## src/rtl/alu_1_sweep.sv

```systemverilog
// alu_1_sweep: steps a 1-bit ALU slice through opcodes 0..LAST_OP with fixed
// operands, waits SETTLE_CYCLES after each opcode change, and stores each
// 2-bit result in a 16-entry buffer readable at any time.
//
// Ports:
//   clk, rst_n          clock, asynchronous active-low reset
//   start               sweep request (ignored while busy)
//   a_in, b_in          operands latched on an accepted start
//   alu_a, alu_b        operands driven to the ALU slice
//   alu_ctrl[3:0]       opcode driven to the ALU slice
//   alu_out[1:0]        ALU slice result
//   busy, done          sweep in progress / one-cycle completion pulse
//   rd_addr[3:0]        result buffer read index
//   rd_data[1:0]        registered buffer read data
//   sig[7:0]            rotate-XOR signature of the captures
//                       (present only when ALU_1_SWEEP_SIG_EN is defined)
module alu_1_sweep #(
    parameter int unsigned LAST_OP       = 10,
    parameter int unsigned SETTLE_CYCLES = 2
) (
    input  logic       clk,
    input  logic       rst_n,
    input  logic       start,
    input  logic       a_in,
    input  logic       b_in,
    output logic       alu_a,
    output logic       alu_b,
    output logic [3:0] alu_ctrl,
    input  logic [1:0] alu_out,
    output logic       busy,
    output logic       done,
    input  logic [3:0] rd_addr,
    output logic [1:0] rd_data
`ifdef ALU_1_SWEEP_SIG_EN
    ,
    output logic [7:0] sig
`endif
);

    localparam int unsigned CNT_W   = $clog2(SETTLE_CYCLES + 1);
    localparam int unsigned DEPTH   = 16;
    localparam logic [3:0]  OP_LAST = 4'(LAST_OP);

    typedef enum logic [1:0] {
        IDLE,
        SETTLE,
        CAPTURE,
        DONE
    } state_e;

    state_e            state_q, state_d;
    logic [3:0]        op_q, op_d;
    logic [CNT_W-1:0]  cnt_q, cnt_d;
    logic              a_q, a_d;
    logic              b_q, b_d;
    logic [3:0]        ctrl_q, ctrl_d;
    logic              busy_q, busy_d;
    logic              done_q, done_d;
    logic              wr_en;
    logic [1:0]        res_q [DEPTH];
    logic [1:0]        rd_data_q;
`ifdef ALU_1_SWEEP_SIG_EN
    logic [7:0]        sig_q, sig_d;
`endif

    // Next-state and registered-output logic
    always_comb begin
        state_d = state_q;
        op_d    = op_q;
        cnt_d   = cnt_q;
        a_d     = a_q;
        b_d     = b_q;
        ctrl_d  = ctrl_q;
        busy_d  = busy_q;
        done_d  = 1'b0;
        wr_en   = 1'b0;
`ifdef ALU_1_SWEEP_SIG_EN
        sig_d   = sig_q;
`endif
        case (state_q)
            IDLE: begin
                if (start) begin
                    a_d     = a_in;
                    b_d     = b_in;
                    op_d    = 4'd0;
                    ctrl_d  = 4'd0;
                    cnt_d   = CNT_W'(SETTLE_CYCLES);
                    busy_d  = 1'b1;
                    state_d = SETTLE;
`ifdef ALU_1_SWEEP_SIG_EN
                    sig_d   = 8'd0;
`endif
                end
            end
            SETTLE: begin
                // Counter is loaded with SETTLE_CYCLES, so leaving at 1 gives
                // exactly SETTLE_CYCLES cycles in this state.
                if (cnt_q <= CNT_W'(1)) begin
                    cnt_d   = '0;
                    state_d = CAPTURE;
                end else begin
                    cnt_d = cnt_q - CNT_W'(1);
                end
            end
            CAPTURE: begin
                wr_en = 1'b1;
`ifdef ALU_1_SWEEP_SIG_EN
                sig_d = {sig_q[6:0], sig_q[7]} ^ {6'b0, alu_out};
`endif
                if (op_q == OP_LAST) begin
                    done_d  = 1'b1;
                    state_d = DONE;
                end else begin
                    op_d    = op_q + 4'd1;
                    ctrl_d  = ctrl_q + 4'd1;
                    cnt_d   = CNT_W'(SETTLE_CYCLES);
                    state_d = SETTLE;
                end
            end
            DONE: begin
                busy_d  = 1'b0;
                ctrl_d  = 4'd0;
                state_d = IDLE;
            end
            default: state_d = IDLE;
        endcase
    end

    // State, control and buffer registers
    always_ff @(posedge clk or negedge rst_n) begin
        if (!rst_n) begin
            state_q   <= IDLE;
            op_q      <= '0;
            cnt_q     <= '0;
            a_q       <= 1'b0;
            b_q       <= 1'b0;
            ctrl_q    <= '0;
            busy_q    <= 1'b0;
            done_q    <= 1'b0;
            rd_data_q <= '0;
            for (int i = 0; i < DEPTH; i++) res_q[i] <= '0;
`ifdef ALU_1_SWEEP_SIG_EN
            sig_q     <= '0;
`endif
        end else begin
            state_q   <= state_d;
            op_q      <= op_d;
            cnt_q     <= cnt_d;
            a_q       <= a_d;
            b_q       <= b_d;
            ctrl_q    <= ctrl_d;
            busy_q    <= busy_d;
            done_q    <= done_d;
            // Read sees the pre-write contents when indices collide.
            rd_data_q <= res_q[rd_addr];
            if (wr_en) res_q[op_q] <= alu_out;
`ifdef ALU_1_SWEEP_SIG_EN
            sig_q     <= sig_d;
`endif
        end
    end

    assign alu_a    = a_q;
    assign alu_b    = b_q;
    assign alu_ctrl = ctrl_q;
    assign busy     = busy_q;
    assign done     = done_q;
    assign rd_data  = rd_data_q;
`ifdef ALU_1_SWEEP_SIG_EN
    assign sig      = sig_q;
`endif

endmodule

```

## config.mk

```make
export PLATFORM = sky130hd
export DESIGN_NAME = alu_1_sweep
export DESIGN_NICKNAME = d
export VERILOG_FILES = /design/src/rtl/alu_1_sweep.sv
export SDC_FILE = /design/constraint.sdc
export NUM_CORES = 1
export LEC_CHECK = 0
export BUFFER_PORTS_ARGS = -buffer_cell sky130_fd_sc_hd__buf_2
export CAP_MARGIN = 20
export CORE_ASPECT_RATIO = 1.2
export CORE_UTILIZATION = 26
export CTS_BUF_LIST = sky130_fd_sc_hd__clkbuf_8 sky130_fd_sc_hd__clkbuf_16
export DETAILED_ROUTE_END_ITERATION = 10
export HOLD_SLACK_MARGIN = 0.06
export PLACE_DENSITY = 0.4
export SLEW_MARGIN = 40
export SYNTH_ARGS = -nofsm -noshare
export SYNTH_HDL_FRONTEND = slang
export SYNTH_SLANG_ARGS = --single-unit
```

## constraint.sdc

```tcl
create_clock -name clk -period 1.6 [get_ports clk]
set_input_delay 0.24 -clock clk [delete_from_list [all_inputs] [get_ports clk]]
set_output_delay 0.24 -clock clk [all_outputs]
set_load 0.05 [all_outputs]
```

* Word-level counts from Yosys, hierarchy flattened
Index checks and enable logic that the tools add are counted.
** Word-level totals
- Register bits after elaboration :: 50
- Logic and storage cells :: 77
- Input bits :: 11
** Operators by class
- Eq/ne operators :: 7
- Reductions and logical operators :: 12
- Muxes and demuxes :: 24
- $lt $le $gt $ge :: 4
- Bitwise logic cells :: 2
- $add $sub $neg :: 3
** Operator list (count)
- bitwise mux 32 bit :: 1
- 2-to-1 mux 2 bit :: 9
- 2-to-1 mux 4 bit :: 3
- one-hot mux 4 bit (3 select lines) :: 1
- >= comparator 5 bit (second input constant) :: 2
- inverter 4 -> 5 bit :: 2
- AND reduction 3 bit :: 3
- adder 4 x 1 -> 4 bit (second input constant) :: 2
- binary-select mux 2 bit (select 4 bit) :: 1
- demux 2 bit (select 4 bit) :: 1
- one-hot mux 2 bit (4 select lines) :: 1
- one-hot mux 4 bit (2 select lines) :: 1
- != test 2 bit (second input constant) :: 3
- one-hot mux 2 bit (3 select lines) :: 1
- AND reduction 2 bit :: 3
- nonzero test 3 bit :: 2
- less-than comparator 5 x 1 -> 1 bit (second input constant) :: 1
- equality test 2 bit (second input constant) :: 2
- equality test 4 bit (second input constant) :: 1
- 2-to-1 mux 1 bit :: 4
- nonzero test 2 bit :: 2
- equality test 2 x 1 -> 1 bit (second input constant) :: 1
- less-or-equal comparator 2 x 1 -> 1 bit (second input constant) :: 1
- zero test 2 bit :: 1
- 3 further kinds :: 3

* Longest topological paths before layout
- Word-level depth :: 6
- Gate-level depth with buffers :: 7
- Depth with buffers taken out :: 7

* Worst setup path after synthesis
Ideal clock, no wire load.
- Path type :: reg-to-reg
- Start point :: register state_q[0]
- End point :: register res_q[26] (netlist name)
- Slack :: -0.081 ns
- Cell stages (with the launch flop) :: 7
- Clock period less this slack :: 1.681 ns
- Library setup time :: 0.125 ns
- Buffers on the path :: 1
- Required time :: 1.475 ns
- Arrival :: 1.556 ns
- Cells stage by stage :: dfrtp_1 inv_1 ha_1 buf_2 nand2_1 nor3_1 mux2_2
** Between the ends
- Word-level cells in the longest chain between the ends :: 2
** Ends and longest elaborated chain
- from (decl) :: RTL line 51 : state_e state_q, state_d;
- from (signal assigned) :: RTL line 146 : state_q <= state_d;
- equality test 2 bit :: RTL line 80 : case (state_q)
- 2-to-1 mux 1 bit :: RTL line 80
- to (signal, indexed assignment) :: RTL line 156 : if (wr_en) res_q[op_q] <= alu_out;
- to (decl) :: RTL line 60 : logic [1:0] res_q [DEPTH];
Every way passes these cells.
A chain may end at the register's enable or synchronous reset.

* Worst setup path after layout
- Start point :: register state_q[0]
- End point :: register ctrl_q[2] (netlist: alu_ctrl[2])
** Between the ends
- Word-level cells in the longest chain between the ends :: 3
- Elaborated cells on any way between the ends :: 8
- Those cells by class :: eq/ne (4); mux (1); reduce/logical (3)
** Ends and longest elaborated chain
- equality test 2 bit / zero test 2 bit (equally long branches) :: RTL line 80
- != test 2 bit (no line) / nonzero test 3 bit (equally long branches)
- AND reduction 3 bit (no line)
- to (signal assigned) :: RTL line 151 : ctrl_q <= ctrl_d;
- to (decl) :: RTL line 56 : logic [3:0] ctrl_q, ctrl_d;
Several ways; a longest one is shown, not always the timed one.

==> out/qor.json <==
{
  "pwr": {
    "net_switching_power_mw": 1.66,
    "share_of_power_burned_in_the_clock_network": 0.200,
    "report.power.total_mw": 4.55,
    "power.static_leakage_nw": 1.37,
    "sw_share": 0.364,
    "power.internal_mw": 2.89,
    "power_density_nw_per_um2": 1480,
    "seq_pwr_share": 0.382,
    "ir_worst_vdd_v": 0.000566,
    "pwr-share-comb": 0.418
  },
  "clock_network": {
    "cts_tree": "done",
    "clock_tree.buffer_depth": 2,
    "clkTransAtPathRegs_ns": 0.11,
    "clock-sinks": 50,
    "cts-htree-levels": 2,
    "numCtsBuffers": 5,
    "clk_latency_ns": 0.31,
    "cts_root_buffer": "clkbuf_8"
  },
  "routing": {
    "detail_route.iter0.violations": 26,
    "avgRoutedWirePerCell_um": 15.3,
    "detail_route.drc_violations": 0,
    "vias_post_dr": 1637,
    "drt-total-wl_um": 5440,
    "vias_per_cell": 4.61,
    "dr.pass1.iters": 4,
    "antenna_violating_nets_post_route": 0
  },
  "final_layout": {
    "area_growth_pct": 22.9,
    "layout-drive-gt1-share": 0.430,
    "num_antenna_cells": 0,
    "most_frequent_cells_in_the_layout": "dfrtp_1, mux2_2, buf_2, buf_4, nand2_1",
    "final_core_util": 0.335,
    "final_nets": 255,
    "mostFrequentLayoutCell": "dfrtp_1",
    "instances_no_fill": 355
  },
  "die": {
    "core_region_area_um2": 9180,
    "die_h_um": 109,
    "die_w_um": 91.6,
    "die-area_um2": 10000,
    "placement_rows": 38,
    "floorplan.initialDensity": 0.273,
    "io_pins": 21
  },
  "placed_design": {
    "place.port_buffers": 20,
    "dp_hpwl_um": 3970,
    "place_inst": 345,
    "routability_driven_placement_congestion_ratio": 0.710
  },
  "yosys": {
    "synth_top_flop_cell": "dfrtp_1",
    "synth_fa_ha_area_frac": 0.0500,
    "postSynth.asyncResetShare": 1.00,
    "dominant_combinational_cell_family_by_area_after_synthesis": "multiplexers",
    "synth_compound_gate_area_share": 0.0675,
    "synth.mux.area_fraction": 0.242,
    "avgSynthCellArea_um2": 13.0,
    "fraction_of_the_mapped_netlist_area_in_simple_logic_gates": 0.112,
    "synth_seq_area_share": 0.500,
    "synthXorXnorAreaFrac": 0,
    "synthesis.instances": 193,
    "mapped_area_um2": 2500,
    "syn_warnings": 0,
    "synth_enable_flop_cells": 0,
    "postSynthRegisterBits": 50,
    "mappedNetlistNets": 214,
    "post_synth_num_cell_types": 34
  },
  "critical_path": {
    "critical_path_peak_fanout": 5,
    "crit_arrival_ns": 1.73,
    "r2r_end": "alu_ctrl[2]",
    "setup.worst_path.start_class": "flop",
    "crit_path_top_delay_cell": "dfrtp_1",
    "timing.critical_path.required_ns": 1.80,
    "r2r_setup_slack_ns": 0.07,
    "crit_path_max_incr_delay_ns": 0.40,
    "regToRegStartpoint": "state_q[0]",
    "setup.worst_path.end_class": "flop",
    "worstPathCellList": "inv_2, ha_4, nand4b_4, inv_4, nor3_1, mux2_4, a22o_1",
    "ws_path_type": "flop to flop",
    "worstRegToRegCells": 7
  },
  "flow_run": {
    "max_cap_check_violation_count": 0
  },
  "min_path": {
    "min_to": "rd_data[0]",
    "hold_path_class": "input port to flop",
    "whs_path_depth": 2,
    "hold_start": "rd_addr[2]"
  },
  "run_status": {
    "status": "complete, no violations"
  },
  "timing": {
    "max_slew.worst_pin.slew_ns": 0.359,
    "rsz_0062_raised_after_global_routing": "true",
    "timing.setup.tns_ns": 0,
    "fin_worst_hold_slack_ns": 0.155,
    "setup_viol_count_final": 0,
    "clock-skew-final_ns": 0.0160,
    "timing.final.crit_period_ns": 1.53,
    "timing.max_slew.rel_slack": 0.761,
    "slew_violations": 0,
    "clock.fmax_ghz": 0.653,
    "timing_hold_violations_final": 0,
    "period_share": 0.957
  },
  "global_route": {
    "grt_first_pass_wirelength_um": 9080,
    "global_route.overflow_total": 0,
    "grt_max_degree": 51,
    "track_usage": 0.119,
    "initial_antenna_violation_count": 0,
    "grt_pass1_vias": 1753
  }
}
## synth_stat cells, types with 2 or more instances
cell type / instances / area (µm²)
o21ai_0: 6 / 30.0
and3b_1: 2 / 17.5
nand2b_1: 2 / 12.5
nand4b_1: 3 / 26.3
a21o_1: 2 / 15.0
nand4_1: 5 / 31.3
nor2b_1: 5 / 31.3
a22o_1: 3 / 26.3
nand2_1: 13 / 48.8
a32o_1: 2 / 20.0
dfrtp_1: 50 / 1250
mux4_2: 2 / 45.0
ha_1: 10 / 125
nor2_1: 6 / 22.5
mux2_2: 33 / 372
buf_2: 4 / 20.0
mux4_1: 6 / 158
inv_1: 4 / 15.0
clkbuf_1: 3 / 11.3
a21oi_1: 7 / 35.0
nand3_1: 7 / 35.0
nor3_1: 4 / 20.0
mux2i_1: 3 / 30.0
## metrics by stage
stage / cell area [µm²] / setup slack (ns)
2_1_floorplan: 2540 / 0.00204
3_3_place_gp: 2920 / -0.132
3_5_place_dp: 2920 / -0.0972
4_1_cts: 3040 / 0.000243
5_1_grt: 3080 / -0.0212
6_report: 3080 / 0.0683
## power groups by stage
stage	clock [mW]	sequential (mW)	combinational, mW
3_3_place_gp	0	1.76	1.90
6_report	0.910	1.74	1.90
5_1_grt	0.998	1.78	2.13
2_1_floorplan	0	1.96	1.07
4_1_cts	0.955	1.74	1.90
3_5_place_dp	0	1.76	1.90
## critical path: cells and delay by family (launching register included)
kind	cells	cell delay, ns
DFF	1	0.40
muxes	1	0.25
and+or+nand+nor	2	0.21
buffers and inverters	2	0.20
AOI/OAI and AO/OA	1	0.20
adders and majority gates	1	0.17
## layout make-up
| cell class | instances | area, µm² |
|---|---|---|
| clock buffer | 5 | 68.8 |
| clock inverter | 3 | 45.0 |
| fill | 940 | 6100 |
| inverter | 5 | 21.3 |
| multi-input combinational | 129 | 1240 |
| sequential | 50 | 1250 |
| tap | 120 | 150 |
| timing repair buffer | 43 | 300 |
## registers in the layout, indices dropped and copies added (netlist names)
name and cells:
state_q 2, done 1, op_q 4, busy 1
alu_a 1, res_q 32, rd_data 2, alu_ctrl 4
alu_b 1, cnt_q 2
## cells by family after synthesis
logic type | after synthesis
buffers and inverters | 14
and+or+nand+nor | 50
AOI/OAI and AO/OA | 25
muxes | 44
DFF | 50
adders and majority gates | 10
## layer usage
| metal | up-vias | GRT usage | part of all wire |
|---|---|---|---|
| met5 | - | 0 | 0 |
| li1 | 801 | - | - |
| met1 | 811 | 0.146 | 0.46 |
| met4 | 0 | 0.0340 | 0.0085 |
| met2 | 21 | 0.216 | 0.51 |
| met3 | 4 | 0.0214 | 0.021 |
## worst max-delay path by stage
stage / cells after the start / slack, ns / end / startpoint
2_1_floorplan: 7 / 0.002 / alu_ctrl[2] / op_q[0]
3_3_place_gp: 6 / -0.13 / op_q[2] / state_q[1]
3_5_place_dp: 6 / -0.1 / op_q[2] / state_q[1]
4_1_cts: 5 / 0.0002 / res_q[28] / state_q[0]
5_1_grt: 6 / -0.02 / op_q[2] / state_q[1]
6_report: 7 / 0.07 / alu_ctrl[2] / state_q[0]
## what timing repair did
| action | 4_1_cts | 5_1_grt |
|---|---|---|
| endpoints found under the setup margin | 2 | 15 |
| resized for setup | 1 | 10 |
| hold buffers | 1 | 0 |
| buffers inserted | 0 | 1 |
| endpoints found under the hold margin | 50 | 0 |
(Power assumes the default switching activity.)
